### src/rtl/vc_pipe_reg_chain.sv
// Elastic val/rdy register chain with per-stage valid bits and bubble collapsing.
// Optional synchronous flush port enabled by defining VC_PIPE_REG_CHAIN_FLUSH_EN.
module vc_pipe_reg_chain #(
  parameter int unsigned          p_nbits       = 8,
  parameter int unsigned          p_nstages     = 3,
  parameter logic [p_nbits-1:0]   p_reset_value = '0
) (
  input  logic                             clk,
  input  logic                             reset,
`ifdef VC_PIPE_REG_CHAIN_FLUSH_EN
  input  logic                             flush,
`endif
  input  logic                             in_val,
  output logic                             in_rdy,
  input  logic [p_nbits-1:0]               in_msg,
  output logic                             out_val,
  input  logic                             out_rdy,
  output logic [p_nbits-1:0]               out_msg,
  output logic [$clog2(p_nstages+1)-1:0]   occupancy
);

  localparam int unsigned OCC_W = $clog2(p_nstages + 1);
  localparam int          LAST  = int'(p_nstages) - 1;

  logic [p_nstages-1:0] val_q;
  logic [p_nstages-1:0] val_d;
  logic [p_nstages-1:0] go_s;
  logic [p_nstages-1:0] load_s;
  logic [p_nbits-1:0]   data_q [p_nstages];
  logic [p_nbits-1:0]   data_d [p_nstages];
  logic [OCC_W-1:0]     occ_q;
  logic [OCC_W-1:0]     occ_d;
  logic                 flush_s;
  logic                 down_ok_s;
  logic                 in_xfer_s;

`ifdef VC_PIPE_REG_CHAIN_FLUSH_EN
  assign flush_s = flush;
`else
  assign flush_s = 1'b0;
`endif

  function automatic logic [OCC_W-1:0] popcount(input logic [p_nstages-1:0] v);
    logic [OCC_W-1:0] cnt;
    cnt = '0;
    for (int k = 0; k < int'(p_nstages); k++) begin
      cnt = cnt + OCC_W'(v[k]);
    end
    return cnt;
  endfunction

  // Advance chain: a stage may move when the stage below is empty or moving too.
  // This intentionally ripples out_rdy all the way to in_rdy in one cycle.
  always_comb begin
    go_s      = '0;
    down_ok_s = out_rdy & ~flush_s;
    for (int k = LAST; k >= 0; k--) begin
      go_s[k]   = val_q[k] & down_ok_s;
      down_ok_s = ~val_q[k] | go_s[k];
    end
  end

  assign in_rdy    = ~reset & ~flush_s & down_ok_s;
  assign in_xfer_s = in_val & in_rdy;

  // Next-state for valid bits, data registers and occupancy count
  always_comb begin
    load_s    = '0;
    load_s[0] = in_xfer_s;
    for (int k = 1; k < int'(p_nstages); k++) begin
      load_s[k] = go_s[k-1];
    end

    val_d  = val_q;
    data_d = data_q;
    for (int k = 0; k < int'(p_nstages); k++) begin
      if (flush_s) begin
        val_d[k] = 1'b0;
      end else if (load_s[k]) begin
        val_d[k] = 1'b1;
      end else if (go_s[k]) begin
        val_d[k] = 1'b0;
      end else begin
        val_d[k] = val_q[k];
      end
    end

    if (load_s[0]) begin
      data_d[0] = in_msg;
    end else begin
      data_d[0] = data_q[0];
    end
    for (int k = 1; k < int'(p_nstages); k++) begin
      if (load_s[k]) begin
        data_d[k] = data_q[k-1];
      end else begin
        data_d[k] = data_q[k];
      end
    end

    occ_d = popcount(val_d);
  end

  // Stage state registers with synchronous reset
  always_ff @(posedge clk) begin
    if (reset) begin
      val_q <= '0;
      occ_q <= '0;
      for (int k = 0; k < int'(p_nstages); k++) begin
        data_q[k] <= p_reset_value;
      end
    end else begin
      val_q  <= val_d;
      data_q <= data_d;
      occ_q  <= occ_d;
    end
  end

  assign out_val   = val_q[LAST] & ~flush_s;
  assign out_msg   = data_q[LAST];
  assign occupancy = occ_q;

  vc_pipe_reg_chain_checker #(
    .p_nbits (p_nbits)
  ) u_checker (
    .clk     (clk),
    .reset   (reset),
    .in_val  (in_val),
    .in_msg  (in_msg),
    .out_rdy (out_rdy)
  );

endmodule

// Simulation-only protocol checks on the chain inputs.
module vc_pipe_reg_chain_checker #(
  parameter int unsigned p_nbits = 8
) (
  input logic               clk,
  input logic               reset,
  input logic               in_val,
  input logic [p_nbits-1:0] in_msg,
  input logic               out_rdy
);

  a_in_val_known: assert property (@(posedge clk) disable iff (reset)
    !$isunknown(in_val));

  a_out_rdy_known: assert property (@(posedge clk) disable iff (reset)
    !$isunknown(out_rdy));

  a_in_msg_known: assert property (@(posedge clk) disable iff (reset)
    in_val |-> !$isunknown(in_msg));

endmodule

### config.mk
export PLATFORM = sky130hd
export DESIGN_NAME = vc_pipe_reg_chain
export DESIGN_NICKNAME = d
export VERILOG_FILES = /design/src/rtl/vc_pipe_reg_chain.sv
export SDC_FILE = /design/constraint.sdc
export NUM_CORES = 1
export LEC_CHECK = 0
export ABC_AREA = 1
export CAP_MARGIN = 20
export CORE_MARGIN = 3
export CORE_UTILIZATION = 53
export CTS_CLUSTER_DIAMETER = 40
export DETAILED_ROUTE_END_ITERATION = 10
export HOLD_SLACK_MARGIN = 0.12
export MAX_ROUTING_LAYER = met4
export PLACE_DENSITY = 0.85
export SYNTH_ARGS = -nofsm -noshare
export SYNTH_HDL_FRONTEND = slang
export SYNTH_HIERARCHICAL = 1
export SYNTH_SLANG_ARGS = --single-unit
### constraint.sdc
create_clock -name clk -period 3.8 [get_ports clk]
set_input_delay 0.76 -clock clk [delete_from_list [all_inputs] [get_ports clk]]
set_output_delay 0.76 -clock clk [all_outputs]
set_load 0.1 [all_outputs]
==> reports/qor.yml <==
ant_nets: 0
vias: 1003
numCtsBuffers: 5
synthMuxAreaShare: 0
cpMaxStageDelayCell: "clkdlybuf4s50_1"
path_clk_slew_ps: 80
critPathArrivalTime_ps: 2290
worstSkewPairLatency_ps: 320
period_needed_ps: 3050
synth_warnings: 6
r2r_end: "occupancy[0]"
post_cts_buffers: 0
worstReg2RegStart: "val_q[0]"
finalCritPeriodShare: 0.803
cts_root_buffer: "clkbuf_4"
cts_tree: "done"
grt_use_total: 0.176
final_cells: 209
status: "completed"
use_met1: 0.184
grt_pass1_vias: 832
start_kind: "input port"
crit_chain: "clkdlybuf4s50_1 -> inv_2 -> nand2_1 -> inv_1 -> buf_4"
synth_cell_types: 13
antenna_found_initial: 0
slew_headroom: 0.349
cp-end-kind: "output port"
worst_pin_slew_ps: 974
fp.coreArea_um2: 2060
grt-ovfl-total: 0
r2r_slack_ps: 1660
first_pass_iters: 4
synth_area_um2: 1200
hold_depth: 2
drc: 0
synth_compound_area_frac: 0.0457
synth-seq-cells: 29
utilization: 0.706
path_class: "input port to output port"
cts_sinks: 29
synth_nets: 179
synthAdderAreaFrac: 0.0166
io_buffers: 23
finalSetupViolCount: 0
cap_violations: 0
syn_inst: 166
finalHoldViolations: 0
globalRoute.busiestLayer: "met2"
avgViaCountPerCell: 4.80
io_pins: 24
grt_max_degree: 27
die_w_um: 53.7
min_to: "data_q[11]"
clock_path_buffers: 2
synth_top_family_by_area: "simple AND/OR/NAND/NOR gates"
p_per_area_nw_per_um2: 491
fmax_mhz: 328
dieArea_um2: 2880
fin_hold_ws_ps: 467
synthSimpleGateAreaFrac: 0.320
die_y_um: 53.7
layout.nets: 194
synth_seq_area_share: 0.482
ctsHoldBuffers: 0
drt_iter0_drc: 24
hpwl_mm: 1.49
slew_violations: 0
hp-class: "flop to flop"
row_count: 16
cts-resized-gates: 0
wirelength_mm: 2.01
area_growth_pct: 20.9
ir_drop_v: 0.000543
gp_congestion: 0.787
synth_area_per_cell_um2: 7.25
crit_path_max_incr_delay_ps: 660
crit_required_ps: 3040
r2r_cells: 6
setup_tns_ps: 0
synth_xor_area_frac: 0
place_inst: 201
rsz0062_at_grt: "no"
leakage_nw: 0.666
drive_gt1_frac: 0.0549
grt_util_met3: 0.0942
met2_usage: 0.261
htreeDepth: 2
wl_per_cell_um: 9.61
grt_pass1_wl_mm: 3.40
crit_fanout: 26
antennaDiodeCount: 0
hp-start: "data_q[11]"
start_util: 0.584
skew_ps: 7.46
finalPower_mw: 0.714
[layer usage]
layer / up-vias / wire length (um)
met2: 32 / 935
met4: 0 / 45
met1: 427 / 854
met5: - / 0
met3: 6 / 174
li1: 538 / -
[cell type report]
type,count,area (um2)
clock buffers,7,55.1
clock inverters,1,30.0
fillers,166,607
inverters,18,67.6
multi-input cells,104,460
flip-flops and latches,29,581
well taps,27,33.8
repair buffers,23,228
[through the flow]
step / setup WS, ps / instance area (um2)
2_1_floorplan: 1160 / 1200
3_3_place_gp: 804 / 1370
3_5_place_dp: 759 / 1370
4_1_cts: 757 / 1460
5_1_grt: 645 / 1460
6_report: 747 / 1460
[flip-flops by register name, summed over array words and instances, names as in the netlist]
name,flops
data_q,16
occupancy,2
out_msg,8
val_q,3
[where the power goes]
part / total, mW / leakage (nW) / internal, mW / switching (mW)
clock: 0.256 / 0.0455 / 0.157 / 0.0989
combinational: 0.127 / 0.382 / 0.0382 / 0.0884
sequential: 0.331 / 0.239 / 0.323 / 0.00838
total: 0.714 / 0.666 / 0.518 / 0.196
[placed cells by master (no fill, tap or decap)]
cell             netlist  final
nor2_1                42     42
nand2_1               31     31
dfxtp_1               29     29
clkdlybuf4s50_1        0     22
inv_1                 17     17
nand4_1                9      9
nand3_1                9      9
o21ai_0                8      8
clkbuf_4               0      5
a21oi_1                3      3
inv_2                  1      1
nand3_2                1      1
fa_1                   1      1
bufinv_16              0      1
clkbuf_8               0      1
clkbuf_1               0      1
buf_4                  8      1
[worst max path at each step]
stage	from	cells after the start	slack [ps]	end
after floorplan	val_q[2]	4	1160	in_rdy
after global placement	reset	5	800	in_rdy
after detailed placement	reset	5	760	in_rdy
after CTS	reset	5	760	in_rdy
after global routing	reset	5	650	in_rdy
final	reset	5	750	in_rdy
[kinds of logic (layout without fill, tap and decap cells)]
logic type / after synthesis / in the layout
and+or+nand+nor: 92 / 92
adders and majority gates: 1 / 1
DFF: 29 / 29
buffers and inverters: 33 / 49
AOI/OAI and AO/OA: 11 / 11
[cell usage after synthesis]
cell     instances  share of area
inv_2            1         0.0031
dfxtp_1         29           0.48
o21ai_0          8          0.033
nand2_1         31          0.097
buf_2            7          0.029
a21oi_1          3          0.012
nand4_1          9          0.047
nor2_1          42           0.13
buf_4            8          0.050
inv_1           17          0.053
nand3_1          9          0.037
fa_1             1          0.017
nand3_2          1         0.0083
[worst max-delay path, delay by kind of cell]
| family | cells | cell delay (ps) |
|---|---|---|
| buffers and inverters | 4 | 1440 |
| AND/OR/NAND/NOR | 1 | 90 |
Note: power is estimated with default switching activity, not from simulation.
